File: config.mk
export PLATFORM = sky130hd
export DESIGN_NAME = capture_sequencer_flat
export DESIGN_NICKNAME = d
export VERILOG_FILES = /design/src/rtl/capture_seq_pkg.sv /design/src/rtl/capture_sequencer_if.sv /design/src/rtl/capture_seq_prienc.sv /design/src/rtl/capture_sequencer.sv /design/src/flat_wrapper.sv
export SDC_FILE = /design/constraint.sdc
export NUM_CORES = 1
export LEC_CHECK = 0
export CORE_AREA = 2 2 334 336
export CTS_CLUSTER_SIZE = 28
export DETAILED_ROUTE_END_ITERATION = 10
export DIE_AREA = 0 0 336 338
export HOLD_SLACK_MARGIN = 0.12
export PLACE_DENSITY = 0.35
export RECOVER_POWER = 100
export REMOVE_ABC_BUFFERS = 1
export SYNTH_ARGS = -nofsm -noshare
export SYNTH_HDL_FRONTEND = slang
export SYNTH_SLANG_ARGS = --single-unit
File: constraint.sdc
create_clock -name mem_clk -period 2.1 [get_ports mem_clk]
set_input_delay 0.315 -clock mem_clk [delete_from_list [all_inputs] [get_ports mem_clk]]
set_output_delay 0.315 -clock mem_clk [all_outputs]
set_load 0.02 [all_outputs]
File: src/rtl/capture_seq_pkg.sv
//------------------------------------------------------------------------------
// Module   : capture_seq_pkg
// Brief    : Shared types and constants for the capture sequencer: sequencer
//            state encoding, default widths and the frame counter width.
// Revision : 1.0 - initial release
//------------------------------------------------------------------------------
`default_nettype none

package capture_seq_pkg;

    localparam int DEF_NUM_CH    = 3;
    localparam int DEF_DATA_W    = 128;
    localparam int DEF_ADDR_W    = 29;
    localparam int DEF_SADDR_W   = 30;
    localparam int DEF_CNT_W     = 9;
    localparam int DEF_TIMEOUT_W = 24;

    localparam int FRAME_CNT_W   = 16;
    localparam int STATE_W       = 3;

    typedef enum logic [STATE_W-1:0] {
        ST_IDLE   = 3'd0,
        ST_SELECT = 3'd1,
        ST_ARM    = 3'd2,
        ST_WAIT   = 3'd3,
        ST_DONE   = 3'd4
    } state_e;

    // Width of a channel index; a single channel still needs one bit.
    function automatic int idx_w(input int n);
        return (n > 1) ? $clog2(n) : 1;
    endfunction

endpackage

`default_nettype wire

File: src/rtl/capture_sequencer_if.sv
//------------------------------------------------------------------------------
// Module   : capture_sequencer_if
// Brief    : MIG write-port bundle between the capture sequencer (master) and
//            the memory controller (slave).
// Revision : 1.0 - initial release
//------------------------------------------------------------------------------
`default_nettype none

interface capture_sequencer_if
    import capture_seq_pkg::*;
#(
    parameter int DATA_W = DEF_DATA_W,
    parameter int ADDR_W = DEF_ADDR_W,
    parameter int CNT_W  = DEF_CNT_W
) ();

    logic              mem_wr_req;
    logic [ADDR_W-1:0] mem_wr_addr;
    logic              mem_wr_ack;
    logic              mem_wdata_rd_en;
    logic [DATA_W-1:0] mem_wdf_data;
    logic [CNT_W-1:0]  fifo_rd_data_count;

    modport master (
        output mem_wr_req,
        output mem_wr_addr,
        output mem_wdf_data,
        output fifo_rd_data_count,
        input  mem_wr_ack,
        input  mem_wdata_rd_en
    );

    modport slave (
        input  mem_wr_req,
        input  mem_wr_addr,
        input  mem_wdf_data,
        input  fifo_rd_data_count,
        output mem_wr_ack,
        output mem_wdata_rd_en
    );

endinterface

`default_nettype wire

File: src/rtl/capture_seq_prienc.sv
//------------------------------------------------------------------------------
// Module   : capture_seq_prienc
// Brief    : Finds the lowest set request bit at or above a base index and
//            reports its index plus a found flag.
// Revision : 1.0 - initial release
//------------------------------------------------------------------------------
`default_nettype none

module capture_seq_prienc
    import capture_seq_pkg::*;
#(
    parameter int WIDTH = DEF_NUM_CH,
    parameter int IDX_W = 2
) (
    input  wire  [WIDTH-1:0] req_i,
    input  wire  [IDX_W-1:0] base_i,
    output logic [IDX_W-1:0] idx_o,
    output logic             found_o
);

    // Scan from the top down so the last hit written is the lowest qualifying bit.
    always_comb begin
        idx_o   = '0;
        found_o = 1'b0;
        for (int i = WIDTH - 1; i >= 0; i--) begin
            if (req_i[i] && (i >= int'(base_i))) begin
                idx_o   = IDX_W'(i);
                found_o = 1'b1;
            end
        end
    end

endmodule

`default_nettype wire

File: src/rtl/capture_sequencer.sv
//------------------------------------------------------------------------------
// Module   : capture_sequencer
// Brief    : N-channel capture sequencer and MIG write-path mux. One trigger
//            arms each enabled camera channel in ascending order, chaining
//            start addresses from each channel's saved end address.
// Options  : CAPTURE_SEQ_TIMEOUT_EN - adds timeout_limit input and a per-channel
//            WAIT watchdog that abandons a silent channel.
// Revision : 1.0 - initial release
//------------------------------------------------------------------------------
`default_nettype none

module capture_sequencer
    import capture_seq_pkg::*;
#(
    parameter int NUM_CH    = DEF_NUM_CH,
    parameter int DATA_W    = DEF_DATA_W,
    parameter int ADDR_W    = DEF_ADDR_W,
    parameter int SADDR_W   = DEF_SADDR_W,
    parameter int CNT_W     = DEF_CNT_W,
    parameter int TIMEOUT_W = DEF_TIMEOUT_W
) (
    input  wire                       mem_clk,
    input  wire                       mem_reset_n,
    input  wire                       trigger,
    input  wire  [SADDR_W-1:0]        start_addr,
    input  wire  [NUM_CH-1:0]         ch_enable,
    output logic                      busy,
    output logic                      frame_done,
    output logic                      trigger_dropped,
    output logic [FRAME_CNT_W-1:0]    frame_count,
    output logic [NUM_CH-1:0]         ch_trigger,
    output logic [SADDR_W-1:0]        ch_start_addr,
    input  wire  [NUM_CH*SADDR_W-1:0] ch_saved_addr,
    input  wire  [NUM_CH-1:0]         ch_frame_written,
    input  wire  [NUM_CH-1:0]         ch_wr_req,
    input  wire  [NUM_CH*ADDR_W-1:0]  ch_wr_addr,
    input  wire  [NUM_CH*DATA_W-1:0]  ch_wdf_data,
    input  wire  [NUM_CH*CNT_W-1:0]   ch_fifo_count,
    output logic [NUM_CH-1:0]         ch_wr_ack,
    output logic [NUM_CH-1:0]         ch_rd_en,
    capture_sequencer_if.master       mig,
`ifdef CAPTURE_SEQ_TIMEOUT_EN
    input  wire  [TIMEOUT_W-1:0]      timeout_limit,
`endif
    output logic                      timeout_err
);

    localparam int IDX_W = idx_w(NUM_CH);

    if ((NUM_CH < 1) || (NUM_CH > 8) || (TIMEOUT_W < 1)) begin : g_param_check
        $error("capture_sequencer: NUM_CH must be 1..8 and TIMEOUT_W >= 1");
    end

    state_e                   state_q, state_d;
    logic [NUM_CH-1:0]        en_q;
    logic [SADDR_W-1:0]       addr_q;
    logic [SADDR_W-1:0]       start_q;
    logic [IDX_W-1:0]         act_q;
    logic [IDX_W-1:0]         base_q;
    logic [FRAME_CNT_W-1:0]   frame_cnt_q;

    logic [IDX_W-1:0]         w_sel_idx;
    logic                     w_sel_found;
    logic                     w_written;
    logic                     w_timeout;

    logic [SADDR_W-1:0]       w_saved [NUM_CH];
    logic [ADDR_W-1:0]        w_addr  [NUM_CH];
    logic [DATA_W-1:0]        w_data  [NUM_CH];
    logic [CNT_W-1:0]         w_cnt   [NUM_CH];

    for (genvar g = 0; g < NUM_CH; g++) begin : g_unpack
        assign w_saved[g] = ch_saved_addr[g*SADDR_W +: SADDR_W];
        assign w_addr[g]  = ch_wr_addr[g*ADDR_W +: ADDR_W];
        assign w_data[g]  = ch_wdf_data[g*DATA_W +: DATA_W];
        assign w_cnt[g]   = ch_fifo_count[g*CNT_W +: CNT_W];
    end

    capture_seq_prienc #(
        .WIDTH (NUM_CH),
        .IDX_W (IDX_W)
    ) u_prienc (
        .req_i   (en_q),
        .base_i  (base_q),
        .idx_o   (w_sel_idx),
        .found_o (w_sel_found)
    );

    // Only the active channel's completion counts, and only while waiting on it.
    assign w_written = (state_q == ST_WAIT) && ch_frame_written[act_q];

`ifdef CAPTURE_SEQ_TIMEOUT_EN
    logic [TIMEOUT_W-1:0] to_cnt_q;
    logic                 to_err_q;

    // The count includes the current WAIT cycle, so the limit-th cycle expires.
    assign w_timeout = (state_q == ST_WAIT) && (timeout_limit != '0) &&
                       (TIMEOUT_W'(to_cnt_q + 1'b1) == timeout_limit);

    // Watchdog counter restarts for each channel; error is sticky until reset.
    always_ff @(posedge mem_clk or negedge mem_reset_n) begin
        if (!mem_reset_n) begin
            to_cnt_q <= '0;
            to_err_q <= 1'b0;
        end else begin
            if (state_q == ST_ARM) begin
                to_cnt_q <= '0;
            end else if (state_q == ST_WAIT) begin
                to_cnt_q <= to_cnt_q + 1'b1;
            end
            if (w_timeout && !w_written) begin
                to_err_q <= 1'b1;
            end
        end
    end

    assign timeout_err = to_err_q;
`else
    assign w_timeout   = 1'b0;
    assign timeout_err = 1'b0;
`endif

    // State register.
    always_ff @(posedge mem_clk or negedge mem_reset_n) begin
        if (!mem_reset_n) begin
            state_q <= ST_IDLE;
        end else begin
            state_q <= state_d;
        end
    end

    // Next-state logic.
    always_comb begin
        state_d = state_q;
        case (state_q)
            ST_IDLE:   if (trigger) state_d = ST_SELECT;
            ST_SELECT: state_d = w_sel_found ? ST_ARM : ST_DONE;
            ST_ARM:    state_d = ST_WAIT;
            ST_WAIT:   if (w_written || w_timeout) state_d = ST_SELECT;
            ST_DONE:   state_d = ST_IDLE;
            default:   state_d = ST_IDLE;
        endcase
    end

    // Sequence datapath: enable mask, address chain, active/search index, frame count.
    always_ff @(posedge mem_clk or negedge mem_reset_n) begin
        if (!mem_reset_n) begin
            en_q        <= '0;
            addr_q      <= '0;
            start_q     <= '0;
            act_q       <= '0;
            base_q      <= '0;
            frame_cnt_q <= '0;
        end else begin
            case (state_q)
                ST_IDLE: begin
                    if (trigger) begin
                        en_q   <= ch_enable;
                        addr_q <= start_addr;
                    end
                end
                ST_SELECT: begin
                    if (w_sel_found) begin
                        act_q   <= w_sel_idx;
                        base_q  <= w_sel_idx;
                        start_q <= addr_q;
                    end
                end
                ST_WAIT: begin
                    if (w_written) begin
                        addr_q      <= w_saved[act_q];
                        en_q[act_q] <= 1'b0;
                    end else if (w_timeout) begin
                        en_q[act_q] <= 1'b0;
                    end
                end
                ST_DONE: begin
                    frame_cnt_q <= frame_cnt_q + 1'b1;
                    base_q      <= '0;
                end
                default: ;
            endcase
        end
    end

    // Moore outputs from the state, plus the dropped-trigger indication.
    always_comb begin
        busy            = (state_q != ST_IDLE);
        frame_done      = (state_q == ST_DONE);
        trigger_dropped = trigger && (state_q != ST_IDLE);
        ch_trigger      = '0;
        if (state_q == ST_ARM) begin
            ch_trigger[act_q] = 1'b1;
        end
    end

    assign frame_count   = frame_cnt_q;
    assign ch_start_addr = start_q;

    // Write-path mux follows the registered active index in every state.
    assign mig.mem_wr_req         = ch_wr_req[act_q];
    assign mig.mem_wr_addr        = w_addr[act_q];
    assign mig.mem_wdf_data       = w_data[act_q];
    assign mig.fifo_rd_data_count = w_cnt[act_q];

    // Return-path demux: ack and read-enable reach the active channel only.
    always_comb begin
        ch_wr_ack = '0;
        ch_rd_en  = '0;
        ch_wr_ack[act_q] = mig.mem_wr_ack;
        ch_rd_en[act_q]  = mig.mem_wdata_rd_en;
    end

endmodule

`default_nettype wire
File: src/flat_wrapper.sv
// flat-port wrapper written by rule: the top's interface ports become plain ports
module capture_sequencer_flat import capture_seq_pkg::*;
#(
    parameter int NUM_CH    = DEF_NUM_CH,
    parameter int DATA_W    = DEF_DATA_W,
    parameter int ADDR_W    = DEF_ADDR_W,
    parameter int SADDR_W   = DEF_SADDR_W,
    parameter int CNT_W     = DEF_CNT_W,
    parameter int TIMEOUT_W = DEF_TIMEOUT_W
)
  (mem_clk, mem_reset_n, trigger, start_addr, ch_enable, busy, frame_done, trigger_dropped, frame_count, ch_trigger, ch_start_addr, ch_saved_addr, ch_frame_written, ch_wr_req, ch_wr_addr, ch_wdf_data, ch_fifo_count, ch_wr_ack, ch_rd_en, timeout_err, mig_mem_wr_req, mig_mem_wr_addr, mig_mem_wdf_data, mig_fifo_rd_data_count, mig_mem_wr_ack, mig_mem_wdata_rd_en);
  capture_sequencer_if #(.DATA_W(DATA_W), .ADDR_W(ADDR_W), .CNT_W(CNT_W)) mig_i ();
  input  wire mem_clk;
  input  wire mem_reset_n;
  input  wire trigger;
  input  wire  [SADDR_W-1:0] start_addr;
  input  wire  [NUM_CH-1:0] ch_enable;
  output logic busy;
  output logic frame_done;
  output logic trigger_dropped;
  output logic [FRAME_CNT_W-1:0] frame_count;
  output logic [NUM_CH-1:0] ch_trigger;
  output logic [SADDR_W-1:0] ch_start_addr;
  input  wire  [NUM_CH*SADDR_W-1:0] ch_saved_addr;
  input  wire  [NUM_CH-1:0] ch_frame_written;
  input  wire  [NUM_CH-1:0] ch_wr_req;
  input  wire  [NUM_CH*ADDR_W-1:0] ch_wr_addr;
  input  wire  [NUM_CH*DATA_W-1:0] ch_wdf_data;
  input  wire  [NUM_CH*CNT_W-1:0] ch_fifo_count;
  output logic [NUM_CH-1:0] ch_wr_ack;
  output logic [NUM_CH-1:0] ch_rd_en;
  output logic timeout_err;
  output wire logic [$bits(mig_i.mem_wr_req)-1:0] mig_mem_wr_req;
  output wire logic [$bits(mig_i.mem_wr_addr)-1:0] mig_mem_wr_addr;
  output wire logic [$bits(mig_i.mem_wdf_data)-1:0] mig_mem_wdf_data;
  output wire logic [$bits(mig_i.fifo_rd_data_count)-1:0] mig_fifo_rd_data_count;
  input wire logic [$bits(mig_i.mem_wr_ack)-1:0] mig_mem_wr_ack;
  input wire logic [$bits(mig_i.mem_wdata_rd_en)-1:0] mig_mem_wdata_rd_en;
  assign mig_mem_wr_req = mig_i.mem_wr_req;
  assign mig_mem_wr_addr = mig_i.mem_wr_addr;
  assign mig_mem_wdf_data = mig_i.mem_wdf_data;
  assign mig_fifo_rd_data_count = mig_i.fifo_rd_data_count;
  assign mig_i.mem_wr_ack = mig_mem_wr_ack;
  assign mig_i.mem_wdata_rd_en = mig_mem_wdata_rd_en;
  capture_sequencer #(.NUM_CH(NUM_CH), .DATA_W(DATA_W), .ADDR_W(ADDR_W), .SADDR_W(SADDR_W), .CNT_W(CNT_W), .TIMEOUT_W(TIMEOUT_W)) u_core (.mem_clk(mem_clk), .mem_reset_n(mem_reset_n), .trigger(trigger), .start_addr(start_addr), .ch_enable(ch_enable), .busy(busy), .frame_done(frame_done), .trigger_dropped(trigger_dropped), .frame_count(frame_count), .ch_trigger(ch_trigger), .ch_start_addr(ch_start_addr), .ch_saved_addr(ch_saved_addr), .ch_frame_written(ch_frame_written), .ch_wr_req(ch_wr_req), .ch_wr_addr(ch_wr_addr), .ch_wdf_data(ch_wdf_data), .ch_fifo_count(ch_fifo_count), .ch_wr_ack(ch_wr_ack), .ch_rd_en(ch_rd_en), .mig(mig_i), .timeout_err(timeout_err));
endmodule
==> metrics.txt <==
Leak=around 9.5 nW; setup ws final=-0.308 ns; metal3 WL=5830 um; DRT iter0 DRCs=341; Final Cell Area=0.0236 mm2; core box area=between 0.1 and 0.15 mm2; Final Slew Violations=0; crit end category=output pin; post-DR wirelength/cell=between 20 and 25 um; register area=0.00216 mm2; routed vias=11785; CTS Sinks=86; cell taking the most area after synthesis=dfrtp_1; R2R Setup Slk=-0.23 ns; metal2 WL=41600 um; multi-input logic area=0.00656 mm2; Num CTS Buffers=9; register area share after synthesis=0.280; Clock Pin Slew Worst Setup and Hold Paths=about 0.070 ns; Skew-Pair Late Insertion Delay=0.38 ns; Mapped Avg Cell Area=7.74 um2; MaxCap Viol Count=0; Die W=336 um; Initial Util=0.0698; Post-route DRC=0; Placer Congestion=0.907; failing checks=setup timing; Slew HR=0.388; period utilization=1.15; crit-path max FO=13; vias in the first global route=between 10000 and 15000; share of cells above drive strength 1=0.371; # H-tree levels=3; Setup crit start kind=flop; Hold Path Class=reg -> reg; vias per inst=3.33; fillcell total=12056; die area=roughly 0.11 mm2; Synth Register Bits=86; Die Ht=338 um; Worst Hold Depth=1; first-pass GRT wire length=105000 um; Yosys top cell area share=0.280; Final ANT Viol Nets=0; DRT Pass-1 Iters=4; TritonCTS clock tree=done; wl on met1=~34000 um; measured slew at the worst slew-check pin=0.918 ns; YS warnings=0; RSZ-0062 raised after global routing=true; outcome=finished with violations; Post-Place Setup Slack=-0.384 ns; Area after DPL=~0.020 mm2; R2R cell count=10; gr usage total=0.135; Nets=2674; io pins=858; post-DP HPWL=about 67000 um; setup_tns=-32.28 ns; FP Rows=about 120; Tmin final=roughly 2.4 ns; Netlist Area Pre-Place=0.00768 mm2; Synth cell types=38; antenna violations before repair=8; Routed WL=a little over 80000 um; Root Driver=clkbuf_16; Layout area overhead=207%; FMAX=around 0.42 GHz; crit path kind=reg -> out; GRT overflow=0; clock buffer depth=2; port buffer count=around 860; Setup-failing EPs final=205; Worst Path Required=1.78 ns; Power Density=1420 mW/mm2; largest net degree at the start of global routing=41; Mapped Cells=993; crit path DAT=2.09 ns; worst vdd ir=0.000555 V; Hold Fails Final Rpt=0; Synth area leaders=dfrtp_1, mux2i_1, o21ai_0; Setup Skew=about 0.018 ns; Top Layer Used=met5
cell families after synthesis:
group,after synthesis,synth area share
AND/OR/NAND/NOR,291,0.154
AO/OA/AOI/OAI,247,0.179
multiplexers,229,0.304
XOR/XNOR,15,0.0171
other,1,0.000488
buffers and inverters,123,0.0638
adder cells (fa/ha/maj),1,0.00163
flip-flops,86,0.280
final cells by class:
class / instances / area share
Tap cell: 1488 / 0.0790
Clock buffer: 9 / 0.00956
Clock inverter: 7 / 0.00303
Multi-Input combinational cell: 785 / 0.279
Timing Repair Buffer: 1122 / 0.532
Inverter: 37 / 0.00600
Antenna cell: 1 / 0.000106
Sequential cell: 86 / 0.0916
critical path, cell delays in order (launching register included):
cell and delay (ns):
dfrtp_4 0.53, buf_4 0.17, buf_16 0.15, buf_8 0.19, mux2i_4 0.20, o21ai_4 0.18, buf_4 0.15, buf_12 0.11
state kept, by name (all words and copies together) (netlist names):
| name | flops |
|---|---|
| u_core.addr_q | 30 |
| u_core.state_q | 3 |
| u_core.act_q | 2 |
| u_core.ch_start_addr | 30 |
| u_core.base_q | 2 |
| u_core.frame_count | 16 |
| u_core.en_q | 3 |
cells in the mapped netlist:
cell type	n
a21oi_1	35
a221o_1	3
a221oi_1	30
a41oi_1	1
and2_1	3
and3_1	5
and3b_1	1
buf_1	5
buf_2	14
buf_4	1
buf_6	1
clkbuf_1	65
conb_1	1
dfrtp_1	86
ha_1	1
inv_1	37
mux2_2	32
mux2i_1	197
nand2_1	179
nand2b_1	3
nand3_1	2
nand3b_1	1
nand4_1	5
nand4b_1	1
nor2_1	74
nor3_1	9
nor3b_1	1
nor4_1	3
o211ai_1	1
o21a_1	2
o21ai_0	174
o22ai_1	1
or2_0	1
or2_1	1
or3_1	1
or3b_1	1
xnor2_1	7
xor2_1	8
worst paths after layout:
kind	from	end
max	u_core.act_q[1]	mig_mem_wdf_data[50]
min	u_core.frame_count[15]	u_core.frame_count[15]
max reg2reg	u_core.act_q[1]	u_core.en_q[1]
min reg2reg	u_core.frame_count[15]	u_core.frame_count[15]
max in group asynchronous	mem_reset_n	u_core.ch_start_addr[4]
min in group asynchronous	mem_reset_n	u_core.ch_start_addr[5]
per-layer routing:
layer	track usage	vias to the layer above
li1	-	5614
met1	0.161	5635
met2	0.247	498
met3	0.0373	36
met4	0.0124	2
met5	0	-
placed cells by master, fill, tap and decap left out, types with 38 or more instances in the layout:
master             n
dfrtp_1           84
mux2i_1          138
nor2_1            71
nand2_2           38
clkdlybuf4s50_1  630
buf_4            168
buf_6             92
buf_12           126
dlygate4sd3_1     47
o21ai_2           86
nand2_1          118
o21ai_1           44
report_power, final:
group | total (mW) | switching, mW | leakage (nW) | internal, mW
combinational | 28.9 | 14.0 | 8.30 | 14.9
sequential | 2.90 | 0.516 | 1.00 | 2.38
clock | 1.72 | 0.789 | 0.150 | 0.928
total | 33.5 | 15.3 | 9.45 | 18.2
per-stage QoR:
| stage | total power, mW | hold slack, ns | utilization | std cells |
|---|---|---|---|---|
| final | 33.5 | 0.472 | 0.214 | 3535 |
| after global routing | 35.5 | 0.511 | 0.214 | 3534 |
| after CTS | 31.6 | 0.448 | 0.199 | 3491 |
| after detailed placement | 26.9 | 0.314 | 0.183 | 3421 |
| after global placement | 26.9 | 0.317 | 0.183 | 3421 |
| after floorplan | 9.31 | 0.0194 | - | 907 |
timing repair:
| action | CTS | global route |
|---|---|---|
| buffers inserted | 43 | 50 |
| hold endpoints to repair | 30 | 0 |
| pin swaps | 20 | 67 |
| gates resized for setup | 742 | 340 |
| setup endpoints to repair | 212 | 211 |
| gates cloned | 14 | 6 |
| hold buffers | 1 | 0 |
Power figures use the tool's default switching activity.
